$ cat config.mk
export PLATFORM = sky130hd
export DESIGN_NAME = fifo_over_ufc_mc_flat
export DESIGN_NICKNAME = d
export VERILOG_FILES = /design/src/rtl/ufc_bridge_pkg.sv /design/src/rtl/fifo_over_ufc_mc_if.sv /design/src/rtl/ufc_rr_arbiter.sv /design/src/rtl/fifo_over_ufc_mc.sv /design/src/flat_wrapper.sv
export SDC_FILE = /design/constraint.sdc
export NUM_CORES = 1
export LEC_CHECK = 0
export ABC_AREA = 1
export CELL_PAD_IN_SITES_DETAIL_PLACEMENT = 0
export CELL_PAD_IN_SITES_GLOBAL_PLACEMENT = 2
export CORE_MARGIN = 10
export CORE_UTILIZATION = 26
export CTS_CLUSTER_SIZE = 16
export DETAILED_ROUTE_END_ITERATION = 8
export PLACE_DENSITY = 0.89
export SYNTH_ARGS = -nofsm -noshare
export SYNTH_HDL_FRONTEND = slang
export SYNTH_SLANG_ARGS = --single-unit
export TNS_END_PERCENT = 10
$ cat constraint.sdc
create_clock -name clk -period 10.9 [get_ports clk]
set_input_delay 2.18 -clock clk [delete_from_list [all_inputs] [get_ports clk]]
set_output_delay 2.18 -clock clk [all_outputs]
set_load 0.02 [all_outputs]
$ cat src/rtl/ufc_bridge_pkg.sv
// Shared definitions for the multi-channel FIFO-over-UFC bridge: beat tag layout,
// TX FSM state encoding and the UFC message-size helper.
package ufc_bridge_pkg;

  localparam logic [3:0] TAG_MARK = 4'hC;
  localparam int         TAG_W    = 8;

  typedef enum logic [2:0] {
    ST_IDLE = 3'd0,
    ST_FILL = 3'd1,
    ST_REQ  = 3'd2,
    ST_WLO  = 3'd3,
    ST_WHI  = 3'd4,
    ST_SEND = 3'd5
  } tx_state_t;

  // UFC message size field: bytes in the message minus one
  function automatic logic [7:0] ms_bytes(input int unsigned beats, input int unsigned adw);
    int unsigned b;
    b = beats * (adw / 8) - 1;
    return b[7:0];
  endfunction

endpackage

$ cat src/rtl/fifo_over_ufc_mc_if.sv
// Aurora UFC user-side signals of the bridge. master = bridge, slave = Aurora core.
interface fifo_over_ufc_mc_if #(
  parameter int ADW = 64
);
  // TX: REQ is a one-cycle pulse carrying MS; afterwards a beat transfers on every
  // cycle where TVALID and TREADY are both high, TDATA held stable while TVALID && !TREADY.
  // RX: a beat transfers on every cycle with RX_TVALID high; there is no backpressure.
  logic           AURORA_TX_REQ;
  logic [7:0]     AURORA_TX_MS;
  logic           AURORA_TX_TREADY;
  logic [ADW-1:0] AURORA_TX_TDATA;
  logic           AURORA_TX_TVALID;
  logic [ADW-1:0] AURORA_RX_TDATA;
  logic           AURORA_RX_TVALID;

  modport master (
    output AURORA_TX_REQ, AURORA_TX_MS, AURORA_TX_TDATA, AURORA_TX_TVALID,
    input  AURORA_TX_TREADY, AURORA_RX_TDATA, AURORA_RX_TVALID
  );

  modport slave (
    input  AURORA_TX_REQ, AURORA_TX_MS, AURORA_TX_TDATA, AURORA_TX_TVALID,
    output AURORA_TX_TREADY, AURORA_RX_TDATA, AURORA_RX_TVALID
  );
endinterface

$ cat src/rtl/ufc_rr_arbiter.sv
// Round-robin channel picker: first requesting channel at or after the pointer,
// wrapping around. Purely combinational; the pointer register lives in the caller.
module ufc_rr_arbiter #(
  parameter int NCH = 4,
  parameter int IW  = (NCH > 1) ? $clog2(NCH) : 1
) (
  input  logic [NCH-1:0] i_req,
  input  logic [IW-1:0]  i_ptr,
  output logic [NCH-1:0] o_gnt,
  output logic [IW-1:0]  o_idx,
  output logic           o_any
);

  always_comb begin
    o_gnt = '0;
    o_idx = '0;
    o_any = 1'b0;
    for (int off = 0; off < NCH; off++) begin
      if (!o_any && i_req[(int'(i_ptr) + off) % NCH]) begin
        o_any = 1'b1;
        o_gnt[(int'(i_ptr) + off) % NCH] = 1'b1;
        o_idx = IW'((int'(i_ptr) + off) % NCH);
      end
    end
  end

endmodule

$ cat src/rtl/fifo_over_ufc_mc.sv
// Multi-channel FIFO bridge over one Aurora UFC link: TX bursts from per-channel read
// FIFOs with round-robin arbitration, RX demux of tagged beats into per-channel write FIFOs.
module fifo_over_ufc_mc
  import ufc_bridge_pkg::*;
#(
  parameter int NCH               = 4,
  parameter int FIFO_DATA_WIDTH   = 32,
  parameter int AURORA_DATA_WIDTH = 64,
  parameter int MAX_BURST         = 4
) (
  input  logic                           clk,
  input  logic                           reset,
  fifo_over_ufc_mc_if.master             aur,
  output logic                           FIFO_CLK,
  output logic [NCH*FIFO_DATA_WIDTH-1:0] TX_FIFO_Q,
  output logic [NCH-1:0]                 TX_FIFO_WREN,
  input  logic [NCH-1:0]                 TX_FIFO_FULL,
  input  logic [NCH*FIFO_DATA_WIDTH-1:0] RX_FIFO_Q,
  output logic [NCH-1:0]                 RX_FIFO_RDEN,
  input  logic [NCH-1:0]                 RX_FIFO_EMPTY,
  input  logic                           ERR_CLR,
  output logic [1:0]                     ERR,
  output tx_state_t                      o_dbg_state
);

  localparam int FDW = FIFO_DATA_WIDTH;
  localparam int ADW = AURORA_DATA_WIDTH;
  localparam int IW  = (NCH > 1) ? $clog2(NCH) : 1;
  localparam int CW  = $clog2(MAX_BURST + 1);
  localparam int BW  = (MAX_BURST > 1) ? $clog2(MAX_BURST) : 1;

  tx_state_t        r_state, w_state_n;
  logic [IW-1:0]    r_ch, r_ptr, w_gnt_idx;
  logic [NCH-1:0]   r_ch_oh, w_gnt;
  logic             w_any, w_pop, w_last, w_empty;
  logic [CW-1:0]    r_cnt, r_idx;
  logic [FDW-1:0]   r_buf [MAX_BURST];
  logic [FDW-1:0]   w_head;
  logic [ADW-1:0]   w_beat;

  ufc_rr_arbiter #(.NCH(NCH), .IW(IW)) u_arb (
    .i_req (~RX_FIFO_EMPTY),
    .i_ptr (r_ptr),
    .o_gnt (w_gnt),
    .o_idx (w_gnt_idx),
    .o_any (w_any)
  );

  assign w_head  = RX_FIFO_Q[int'(r_ch)*FDW +: FDW];
  assign w_empty = RX_FIFO_EMPTY[r_ch];

  always_comb begin
    w_state_n = r_state;
    w_pop     = 1'b0;
    w_last    = 1'b0;
    case (r_state)
      ST_IDLE: if (w_any) w_state_n = ST_FILL;
      ST_FILL: begin
        w_pop = !w_empty;
        if (w_pop && (r_cnt == CW'(MAX_BURST - 1))) w_state_n = ST_REQ;
        else if (w_empty)                           w_state_n = ST_REQ;
      end
      ST_REQ:  w_state_n = ST_WLO;
      // A low TREADY after REQ marks the UFC slot opening; data goes once it returns high
      ST_WLO:  if (!aur.AURORA_TX_TREADY) w_state_n = ST_WHI;
      ST_WHI:  if (aur.AURORA_TX_TREADY)  w_state_n = ST_SEND;
      ST_SEND: begin
        if (aur.AURORA_TX_TREADY) begin
          w_last = (r_idx == r_cnt - 1'b1);
          if (w_last) w_state_n = ST_IDLE;
        end
      end
      default: w_state_n = ST_IDLE;
    endcase
  end

  always_ff @(posedge clk or posedge reset) begin
    if (reset) r_state <= ST_IDLE;
    else       r_state <= w_state_n;
  end

  always_ff @(posedge clk or posedge reset) begin
    if (reset) begin
      r_ch    <= '0;
      r_ch_oh <= '0;
      r_cnt   <= '0;
      r_idx   <= '0;
      r_ptr   <= '0;
      for (int i = 0; i < MAX_BURST; i++) r_buf[i] <= '0;
    end else begin
      if (r_state == ST_IDLE && w_any) begin
        r_ch    <= w_gnt_idx;
        r_ch_oh <= w_gnt;
        r_cnt   <= '0;
        r_idx   <= '0;
      end
      if (w_pop) begin
        r_buf[r_cnt[BW-1:0]] <= w_head;
        r_cnt                <= r_cnt + 1'b1;
      end
      if (r_state == ST_SEND && aur.AURORA_TX_TREADY) begin
        if (w_last) begin
          r_idx <= '0;
          r_ptr <= (r_ch == IW'(NCH - 1)) ? '0 : r_ch + 1'b1;
        end else begin
          r_idx <= r_idx + 1'b1;
        end
      end
    end
  end

  always_comb begin
    w_beat                    = '0;
    w_beat[ADW-1 -: TAG_W]    = {TAG_MARK, 4'(r_ch)};
    w_beat[FDW-1:0]           = r_buf[r_idx[BW-1:0]];
  end

  assign aur.AURORA_TX_REQ    = (r_state == ST_REQ);
  assign aur.AURORA_TX_MS     = (r_state == ST_REQ) ? ms_bytes(32'(r_cnt), ADW) : 8'h00;
  assign aur.AURORA_TX_TVALID = (r_state == ST_SEND);
  assign aur.AURORA_TX_TDATA  = (r_state == ST_SEND) ? w_beat : '0;
  assign RX_FIFO_RDEN         = w_pop ? r_ch_oh : '0;
  assign FIFO_CLK             = clk;
  assign o_dbg_state          = r_state;

  // RX demux: tag decoded in the arrival cycle, write issued one cycle later
  logic [TAG_W-1:0] w_tag;
  logic [3:0]       w_rx_ch;
  logic [NCH-1:0]   w_rx_oh, r_wren;
  logic             w_tag_ok, w_full, w_rx_wr, w_rx_bad, w_rx_drop;
  logic [NCH*FDW-1:0] r_wq;
  logic [1:0]       r_err;

  assign w_tag    = aur.AURORA_RX_TDATA[ADW-1 -: TAG_W];
  assign w_rx_ch  = w_tag[3:0];
  assign w_tag_ok = (w_tag[7:4] == TAG_MARK) && (32'(w_rx_ch) < 32'(NCH));

  always_comb begin
    w_rx_oh = '0;
    w_full  = 1'b0;
    for (int i = 0; i < NCH; i++) begin
      if (w_rx_ch == 4'(i)) begin
        w_rx_oh[i] = 1'b1;
        w_full     = TX_FIFO_FULL[i];
      end
    end
  end

  assign w_rx_wr   = aur.AURORA_RX_TVALID &&  w_tag_ok && !w_full;
  assign w_rx_drop = aur.AURORA_RX_TVALID &&  w_tag_ok &&  w_full;
  assign w_rx_bad  = aur.AURORA_RX_TVALID && !w_tag_ok;

  always_ff @(posedge clk or posedge reset) begin
    if (reset) begin
      r_wren <= '0;
      r_wq   <= '0;
      r_err  <= 2'b00;
    end else begin
      r_wren <= w_rx_wr ? w_rx_oh : '0;
      for (int i = 0; i < NCH; i++) begin
        if (w_rx_wr && w_rx_oh[i]) r_wq[i*FDW +: FDW] <= aur.AURORA_RX_TDATA[FDW-1:0];
      end
      // a new error event wins over a clear in the same cycle
      r_err[0] <= w_rx_drop | (r_err[0] & ~ERR_CLR);
      r_err[1] <= w_rx_bad  | (r_err[1] & ~ERR_CLR);
    end
  end

  assign TX_FIFO_WREN = r_wren;
  assign TX_FIFO_Q    = r_wq;
  assign ERR          = r_err;

endmodule

$ cat src/flat_wrapper.sv
// flat-port wrapper written by rule: the top's interface ports become plain ports
module fifo_over_ufc_mc_flat import ufc_bridge_pkg::*;
#(
  parameter int NCH               = 4,
  parameter int FIFO_DATA_WIDTH   = 32,
  parameter int AURORA_DATA_WIDTH = 64,
  parameter int MAX_BURST         = 4
)
  (clk, reset, FIFO_CLK, TX_FIFO_Q, TX_FIFO_WREN, TX_FIFO_FULL, RX_FIFO_Q, RX_FIFO_RDEN, RX_FIFO_EMPTY, ERR_CLR, ERR, o_dbg_state, aur_AURORA_TX_REQ, aur_AURORA_TX_MS, aur_AURORA_TX_TDATA, aur_AURORA_TX_TVALID, aur_AURORA_TX_TREADY, aur_AURORA_RX_TDATA, aur_AURORA_RX_TVALID);
  fifo_over_ufc_mc_if #(.ADW((64))) aur_i ();
  input  logic clk;
  input  logic reset;
  output logic FIFO_CLK;
  output logic [NCH*FIFO_DATA_WIDTH-1:0] TX_FIFO_Q;
  output logic [NCH-1:0] TX_FIFO_WREN;
  input  logic [NCH-1:0] TX_FIFO_FULL;
  input  logic [NCH*FIFO_DATA_WIDTH-1:0] RX_FIFO_Q;
  output logic [NCH-1:0] RX_FIFO_RDEN;
  input  logic [NCH-1:0] RX_FIFO_EMPTY;
  input  logic ERR_CLR;
  output logic [1:0] ERR;
  output tx_state_t o_dbg_state;
  output wire logic [$bits(aur_i.AURORA_TX_REQ)-1:0] aur_AURORA_TX_REQ;
  output wire logic [$bits(aur_i.AURORA_TX_MS)-1:0] aur_AURORA_TX_MS;
  output wire logic [$bits(aur_i.AURORA_TX_TDATA)-1:0] aur_AURORA_TX_TDATA;
  output wire logic [$bits(aur_i.AURORA_TX_TVALID)-1:0] aur_AURORA_TX_TVALID;
  input wire logic [$bits(aur_i.AURORA_TX_TREADY)-1:0] aur_AURORA_TX_TREADY;
  input wire logic [$bits(aur_i.AURORA_RX_TDATA)-1:0] aur_AURORA_RX_TDATA;
  input wire logic [$bits(aur_i.AURORA_RX_TVALID)-1:0] aur_AURORA_RX_TVALID;
  assign aur_AURORA_TX_REQ = aur_i.AURORA_TX_REQ;
  assign aur_AURORA_TX_MS = aur_i.AURORA_TX_MS;
  assign aur_AURORA_TX_TDATA = aur_i.AURORA_TX_TDATA;
  assign aur_AURORA_TX_TVALID = aur_i.AURORA_TX_TVALID;
  assign aur_i.AURORA_TX_TREADY = aur_AURORA_TX_TREADY;
  assign aur_i.AURORA_RX_TDATA = aur_AURORA_RX_TDATA;
  assign aur_i.AURORA_RX_TVALID = aur_AURORA_RX_TVALID;
  fifo_over_ufc_mc #(.NCH(NCH), .FIFO_DATA_WIDTH(FIFO_DATA_WIDTH), .AURORA_DATA_WIDTH(AURORA_DATA_WIDTH), .MAX_BURST(MAX_BURST)) u_core (.clk(clk), .reset(reset), .aur(aur_i), .FIFO_CLK(FIFO_CLK), .TX_FIFO_Q(TX_FIFO_Q), .TX_FIFO_WREN(TX_FIFO_WREN), .TX_FIFO_FULL(TX_FIFO_FULL), .RX_FIFO_Q(RX_FIFO_Q), .RX_FIFO_RDEN(RX_FIFO_RDEN), .RX_FIFO_EMPTY(RX_FIFO_EMPTY), .ERR_CLR(ERR_CLR), .ERR(ERR), .o_dbg_state(o_dbg_state));
endmodule
[Word level (Yosys, flattened, before mapping)]
Cells that the tools add are included.
Storage, ports and cells
  bits of input ports: 205
  output and inout port bits: 216
  RAM bits: 0
  bits in latches: 0
  memories kept: 0
  memory bits (read-only): 0
  register bits: 279
  logic and storage cells: 172
Operators by class
  magnitude comparators: 13
  equality and inequality tests: 18
  multiplexer cells: 67
  add/sub/neg operators: 8
  reduce and logical (&&, ||, !) cells: 35
  bitwise operators: 14
  div/mod/pow operators: 0
  shifts and indexed selects: 1
  multiply operators: 0
Operators with widths (number)
  128-bit bitwise mux: 1
  128-bit by 8-bit indexed part select with 32-bit output: 1
  32-bit 2-to-1 mux: 3
  32-bit binary-select mux with 2-bit select: 1
  32-bit demux with 2-bit select: 1
  64-bit 2-to-1 mux: 1
  3-bit 2-to-1 mux: 11
  1-bit 2-to-1 mux: 27
  4-bit 2-to-1 mux: 6
  1-bit logical AND: 20
  3-bit one-hot mux with 6 select lines: 1
  3-bit by 4-bit less-than comparator with 1-bit output (second input constant): 3
  4-bit bitwise OR: 3
  1-bit binary-select mux with 2-bit select: 5
  2-bit 2-to-1 mux: 5
  3-bit by 2-bit equality test with 1-bit output (second input constant): 3
  3-bit by 1-bit >= comparator with 1-bit output (second input constant): 3
  1-bit demux with 2-bit select: 4
  4-bit by 2-bit equality test with 1-bit output (second input constant): 2
  8-bit 2-to-1 mux: 1
  6-bit by 1-bit subtractor with 7-bit output (second input constant): 1
  3-bit by 1-bit adder with 3-bit output (second input constant): 2
  3-bit equality test (second input constant): 2
  3-bit >= comparator (second input constant): 2
  28 further kinds: 47

[Longest topological paths before layout]
Gate-level depths: netlist of the first run.
  depth in word-level cells: 17
  gate-level depth with buffers: 13
  depth with buffers taken out: 12

[Modules after synthesis]
Synthesis of the first run repeated with hierarchy kept, for this count alone.
Unflattened totals
  cell total of the unflattened synthesis: 1751
  area, all modules: 13775.7 um2
By module, submodules not included
  fifo_over_ufc_mc: area an instance 13335.3 um2, cells each 1677, seq. area each 6981.7 um2, times used 1
  ufc_rr_arbiter: area an instance 440.4 um2, cells each 74, seq. area each 0.0 um2, times used 1

==> results.yml, run 1 <==
clocking:
  path_clk_slew_ns: 0.06
  insertion_delay_ns: 0.65
  post_cts_buffers: 0
  cts_tree: "yes"
  hold_buffers: 0
  cts_resized: 0
setup_path:
  start_kind: "clock port"
  end_kind: "output pin"
  path_max_fanout: 2
  r2r_setup_slack_ns: 7.72
  required_ns: 8.72
  path_class: "clk -> out"
  arrival_ns: 6.23
sta:
  slew_headroom: 0.1969
  final-setup-viol-count: 0
  fin_setup_tns_ns: 0
  hold_viol_final: 0
  worstMarginPinSlew_ns: 1.205
  clock_skew_ns: 0.01762
  drv_slew: 0
  hold-worst-slack_ns: 0.4674
  rsz0062_at_grt: "false"
detailed_routing:
  viasPerCell: 4.865
  postRouteAntennaNets: 0
  drt-pass1-iter-count: 7
  drt_iter0_drc: 910
  totalWireLength_mm: 55.69
  drc: 0
  num_vias: 13631
  routedWlPerCell_um: 19.88
synth:
  synth-async-reset-ratio: 1.000
  ys_seq_area_frac: 0.4989
  synth-edff-count: 0
  avgSynthCellArea_um2: 7.787
  syn_inst: 1797
  synth_top_area_frac: 0.4989
  yosys_warnings: 0
  synth_seq_cells: 279
  synth_top_cell_by_area: "dfrtp_1"
  yosysUniqueCellTypes: 29
  synth_area_um2: 13990
  ys.flop_type: "dfrtp_1"
  synth.most_common_cell: "nand2_1"
  synth_common_cells: "nand2_1, dfrtp_1, o21ai_0"
  synthTopCellsByArea: "dfrtp_1, nand2_1, o21ai_0"
pwr:
  p_leak_nw: 9.009
  ir_worst_vdd_v: 0.0001140
  pwr_density_cell_nw_per_um2: 208.7
placed_design:
  dpl.hpwl_mm: 36.04
  numPortBuffers: 368
  place.gp.congestion: 0.8275
die:
  start_util: 0.2642
  rows: 84
  pin_count: 421
  dieArea_um2: 63500
  die_width_um: 252.0
  die_h_um: 252.0
  core_area_um2: 52970
cells_and_area:
  area_growth_pct: 37.96
  antennaDiodeCount: 0
  nets: 2307
  drive_above_1_share: 0.05014
run:
  maxCapViolCount: 0
global_route:
  gr-usage-all-layers: 0.1706
  grt_pass1_wl_mm: 84.71
  grt_pass1_vias: 13640
  grt_max_degree: 156
  antenna_found_initial: 2
  overflow: 0
outcome:
  outcome: "finished clean"
min_path:
  min_path_type: "reg -> reg"
worst max-delay path, cell delays in order:
cell and delay [ns]:
clkbuf_16 0.12, clkbuf_16 0.13, clkdlybuf4s50_1 0.53
placed cells by master (no fill, tap or decap), types with 8 or more instances in the layout:
cell and instances:
inv_1 115, nand3_1 41, dfrtp_1 277, conb_1 28, nand2_1 532, ha_1 11, nand4_1 140, clkinv_2 8
o21ai_1 18, clkdlybuf4s50_1 368, clkbuf_16 38, o21ai_0 250, a21oi_1 101, o22ai_1 32, nor2_1 84, buf_4 24
power breakdown:
part	internal (mW)	total (mW)	switching [mW]
clock network	0.777	1.26	0.482
logic	0.427	1.40	0.972
registers	1.27	1.37	0.106
registers in the layout, indices dropped and copies added (netlist names):
| register | cells |
|---|---|
| u_core.ERR | 2 |
| u_core.o_dbg_state | 3 |
| u_core.r_ch_oh | 4 |
| u_core.TX_FIFO_WREN | 4 |
| u_core.r_cnt | 3 |
| u_core.r_ch | 2 |
| u_core.r_buf | 128 |
| u_core.TX_FIFO_Q | 128 |
| u_core.r_ptr | 2 |
| u_core.r_idx | 3 |
routing by layer:
layer / up-vias / wire, um / track usage / share of wire
met5: - / 13 / 0 / 0.00023
met1: 6573 / 23310 / 0.2057 / 0.42
li1: 6499 / - / - / -
met4: 2 / 1414 / 0.06024 / 0.025
met3: 63 / 5804 / 0.06929 / 0.10
met2: 494 / 25140 / 0.2705 / 0.45
path summary, 6_finish.rpt:
path,from,to,cells after the start
setup / recovery,clk,FIFO_CLK,3
hold / removal,u_core.TX_FIFO_Q[76],u_core.TX_FIFO_Q[76],2
setup reg to reg,u_core.r_ch[1],u_core.r_buf[126],9
hold reg to reg,u_core.TX_FIFO_Q[76],u_core.TX_FIFO_Q[76],2
max in group asynchronous,reset,u_core.r_buf[56],3
min in group asynchronous,reset,u_core.ERR[1],2
cells by family after synthesis:
logic type | share of synthesized area
AOI/OAI and AO/OA | 0.1468
xor gates and xnor gates | 0.001878
adders and majority gates | 0.009835
buffers and inverters | 0.09183
DFF | 0.4989
other | 0.0002680
and+or+nand+nor | 0.2504
through the flow:
stage,power [mW],area (um2),utilization,setup WS [ns],instances
5_1_grt,4.317,19300,0.3644,2.480,2802
2_1_floorplan,2.280,14090,-,1.026,1824
6_report,4.029,19300,0.3644,2.493,2802
3_3_place_gp,2.778,18060,0.3410,2.762,2739
3_5_place_dp,2.820,18060,0.3410,2.762,2739
4_1_cts,4.096,19300,0.3644,2.483,2802
final cells by class:
class	count	area, um2
multi-input cells	1258	5871
repair buffers	392	3874
well taps	688	860.8
clock buffers	47	1051
clock inverters	17	200.2
flip-flops and latches	279	6984
inverters	121	464.2
fillers	5486	33670
No activity file was read; power rests on OpenSTA's default activity.
==> run 2: changes to the inputs <==
Settings changed: CORE_UTILIZATION 26 to 24, PLACE_DENSITY 0.89 to 0.87.
Clock period 10.9 ns to 7.1 ns, I/O delays scaled along.
==> run 2 against run 1 <==
Compared with the run above: power increased by 52%; worst hold slack got worse by 0.00095 ns; clock skew decreased by 0.011 ns; first-iteration DRC count increased by 11%; global-route usage decreased by 1.5 points; final cell count increased by 3.0%; register-to-register slack got worse by 3.5 ns; cell area increased by 0.72%; sequential cell count unchanged; critical path type unchanged; largest cell class unchanged; highest routed layer unchanged.
==> results.yml, run 2 (same netlist as run 1, synthesis figures left out) <==
outcome:
  outcome: "finished clean"
cells_and_area:
  fin_cells: 2886
  mostFrequentLayoutCell: "nand2_1"
  drive_above_1_share: 0.05052
  fillCellCount: 6102
  nets: 2312
  post-route-util: 0.3370
  area_growth_pct: 38.95
  layout.cells.most_common_list: "nand2_1, clkdlybuf4s50_1, dfrtp_1, o21ai_0, nand4_1"
  final_cell_area_um2: 19440
placed_design:
  place_area_um2: 18200
  numPortBuffers: 368
  dpl.hpwl_mm: 36.20
  placed_cells_incl_taps: 2821
  pre_cts_ws_ns: 1.622
  place.gp.congestion: 0.8216
die:
  dieArea_um2: 68360
  pin_count: 421
  rows: 88
  core_area_um2: 57700
  die_h_um: 261.5
  start_util: 0.2425
  die_width_um: 261.5
min_path:
  min_path_type: "reg -> reg"
  hold_end: "u_core.TX_FIFO_Q[67]"
  hold_depth: 2
  hp-start: "u_core.TX_FIFO_Q[67]"
sta:
  slew_headroom: 0.3455
  worstMarginPinSlew_ns: 0.9818
  final-setup-viol-count: 0
  clock_skew_ns: 0.007036
  hold_viol_final: 0
  rsz0062_at_grt: "false"
  hold-worst-slack_ns: 0.4665
  fin_setup_tns_ns: 0
  drv_slew: 0
  fin_ws_ns: 1.353
setup_path:
  crit_buf_inv: 3
  crit_family: "buffers and inverters"
  end_kind: "output pin"
  path_depth: 3
  required_ns: 5.68
  worstRegToRegCells: 10
  reg2reg_from: "u_core.r_ptr[0]"
  path_max_fanout: 2
  path_common_cell: "clkbuf_16"
  arrival_ns: 4.33
  path_class: "clk -> out"
  crit_path_max_incr_delay_ns: 0.53
  crit_chain: "clkbuf_16 > clkbuf_16 > clkdlybuf4s50_1"
  slowest_stage: "clkdlybuf4s50_1"
  r2r_setup_slack_ns: 4.26
  regToRegEndpoint: "u_core.r_idx[2]"
  start_kind: "clock port"
detailed_routing:
  totalWireLength_mm: 54.60
  drt_iter0_drc: 1013
  drt-pass1-iter-count: 6
  num_vias: 13607
  drc: 0
  viasPerCell: 4.715
  routedWlPerCell_um: 18.92
  postRouteAntennaNets: 0
global_route:
  grt_max_degree: 146
  overflow: 0
  antenna_found_initial: 3
  grt_pass1_wl_mm: 82.46
  gr-usage-all-layers: 0.1551
  grt_pass1_vias: 13738
pwr:
  intPower_mw: 3.794
  power_mw: 6.141
  p_leak_nw: 9.027
  ir_worst_vdd_v: 0.0001562
  p_sw_frac: 0.3822
  p_sw_mw: 2.347
  clockPowerShare: 0.311
  power_frac_comb: 0.345
  pwr_density_cell_nw_per_um2: 315.8
  seq_power_share: 0.344
clocking:
  cts_tree: "yes"
  path_clk_slew_ns: 0.05
  cts_resized: 0
  insertion_delay_ns: 0.64
  post_cts_buffers: 0
  hold_buffers: 0
run:
  maxCapViolCount: 0
## run 2: cell count changes in the layout (fill, tap and decap cells not counted), sizes merged
cell	change
clkbuf	+9
clkinv	-6
buf	+5
diode	+3
bufinv	-2
inv	-2
## run 2: worst max path at each step
stage / to / slack, ns / from
6_report: FIFO_CLK / 1.35 / clk
5_1_grt: FIFO_CLK / 1.33 / clk
4_1_cts: FIFO_CLK / 1.34 / clk
3_5_place_dp: FIFO_CLK / 1.62 / clk
3_3_place_gp: FIFO_CLK / 1.62 / clk
2_1_floorplan: u_core.ERR[0] / 1.99 / reset
## run 2: final cells by class
| type | count | area, um2 | share of cell area |
|---|---|---|---|
| diodes | 3 | 7.507 | 0.0003861 |
| clock buffers | 56 | 1157 | 0.05952 |
| clock inverters | 7 | 90.09 | 0.004633 |
| inverters | 121 | 460.4 | 0.02368 |
| multi-input cells | 1258 | 5863 | 0.3015 |
| flip-flops and latches | 279 | 6984 | 0.3592 |
| well taps | 765 | 957.2 | 0.04923 |
| repair buffers | 397 | 3924 | 0.2018 |
## run 2: layer usage
| metal | track usage | vias to the layer above | routed length, um |
|---|---|---|---|
| met4 | 0.05539 | 2 | 1362 |
| met2 | 0.2413 | 516 | 24220 |
| met3 | 0.06825 | 76 | 6453 |
| li1 | - | 6516 | - |
| met1 | 0.1877 | 6497 | 22550 |
| met5 | 0 | - | 10 |
## run 2: tightest hold or removal path, delay by kind of cell (launching register included)
kind             cells  cell delay, ns
flip-flops           1            0.33
AND/OR/NAND/NOR      2            0.11
## run 2: power groups by stage
| stage | combinational, mW | clock (mW) | sequential (mW) |
|---|---|---|---|
| finish | 2.12 | 1.91 | 2.11 |
| CTS | 2.14 | 1.97 | 2.11 |
| global route | 2.38 | 2.04 | 2.15 |
| detailed placement | 2.13 | 0.0189 | 2.14 |
| floorplan | 1.39 | 0.0165 | 2.10 |
| global placement | 2.09 | 0.0189 | 2.13 |
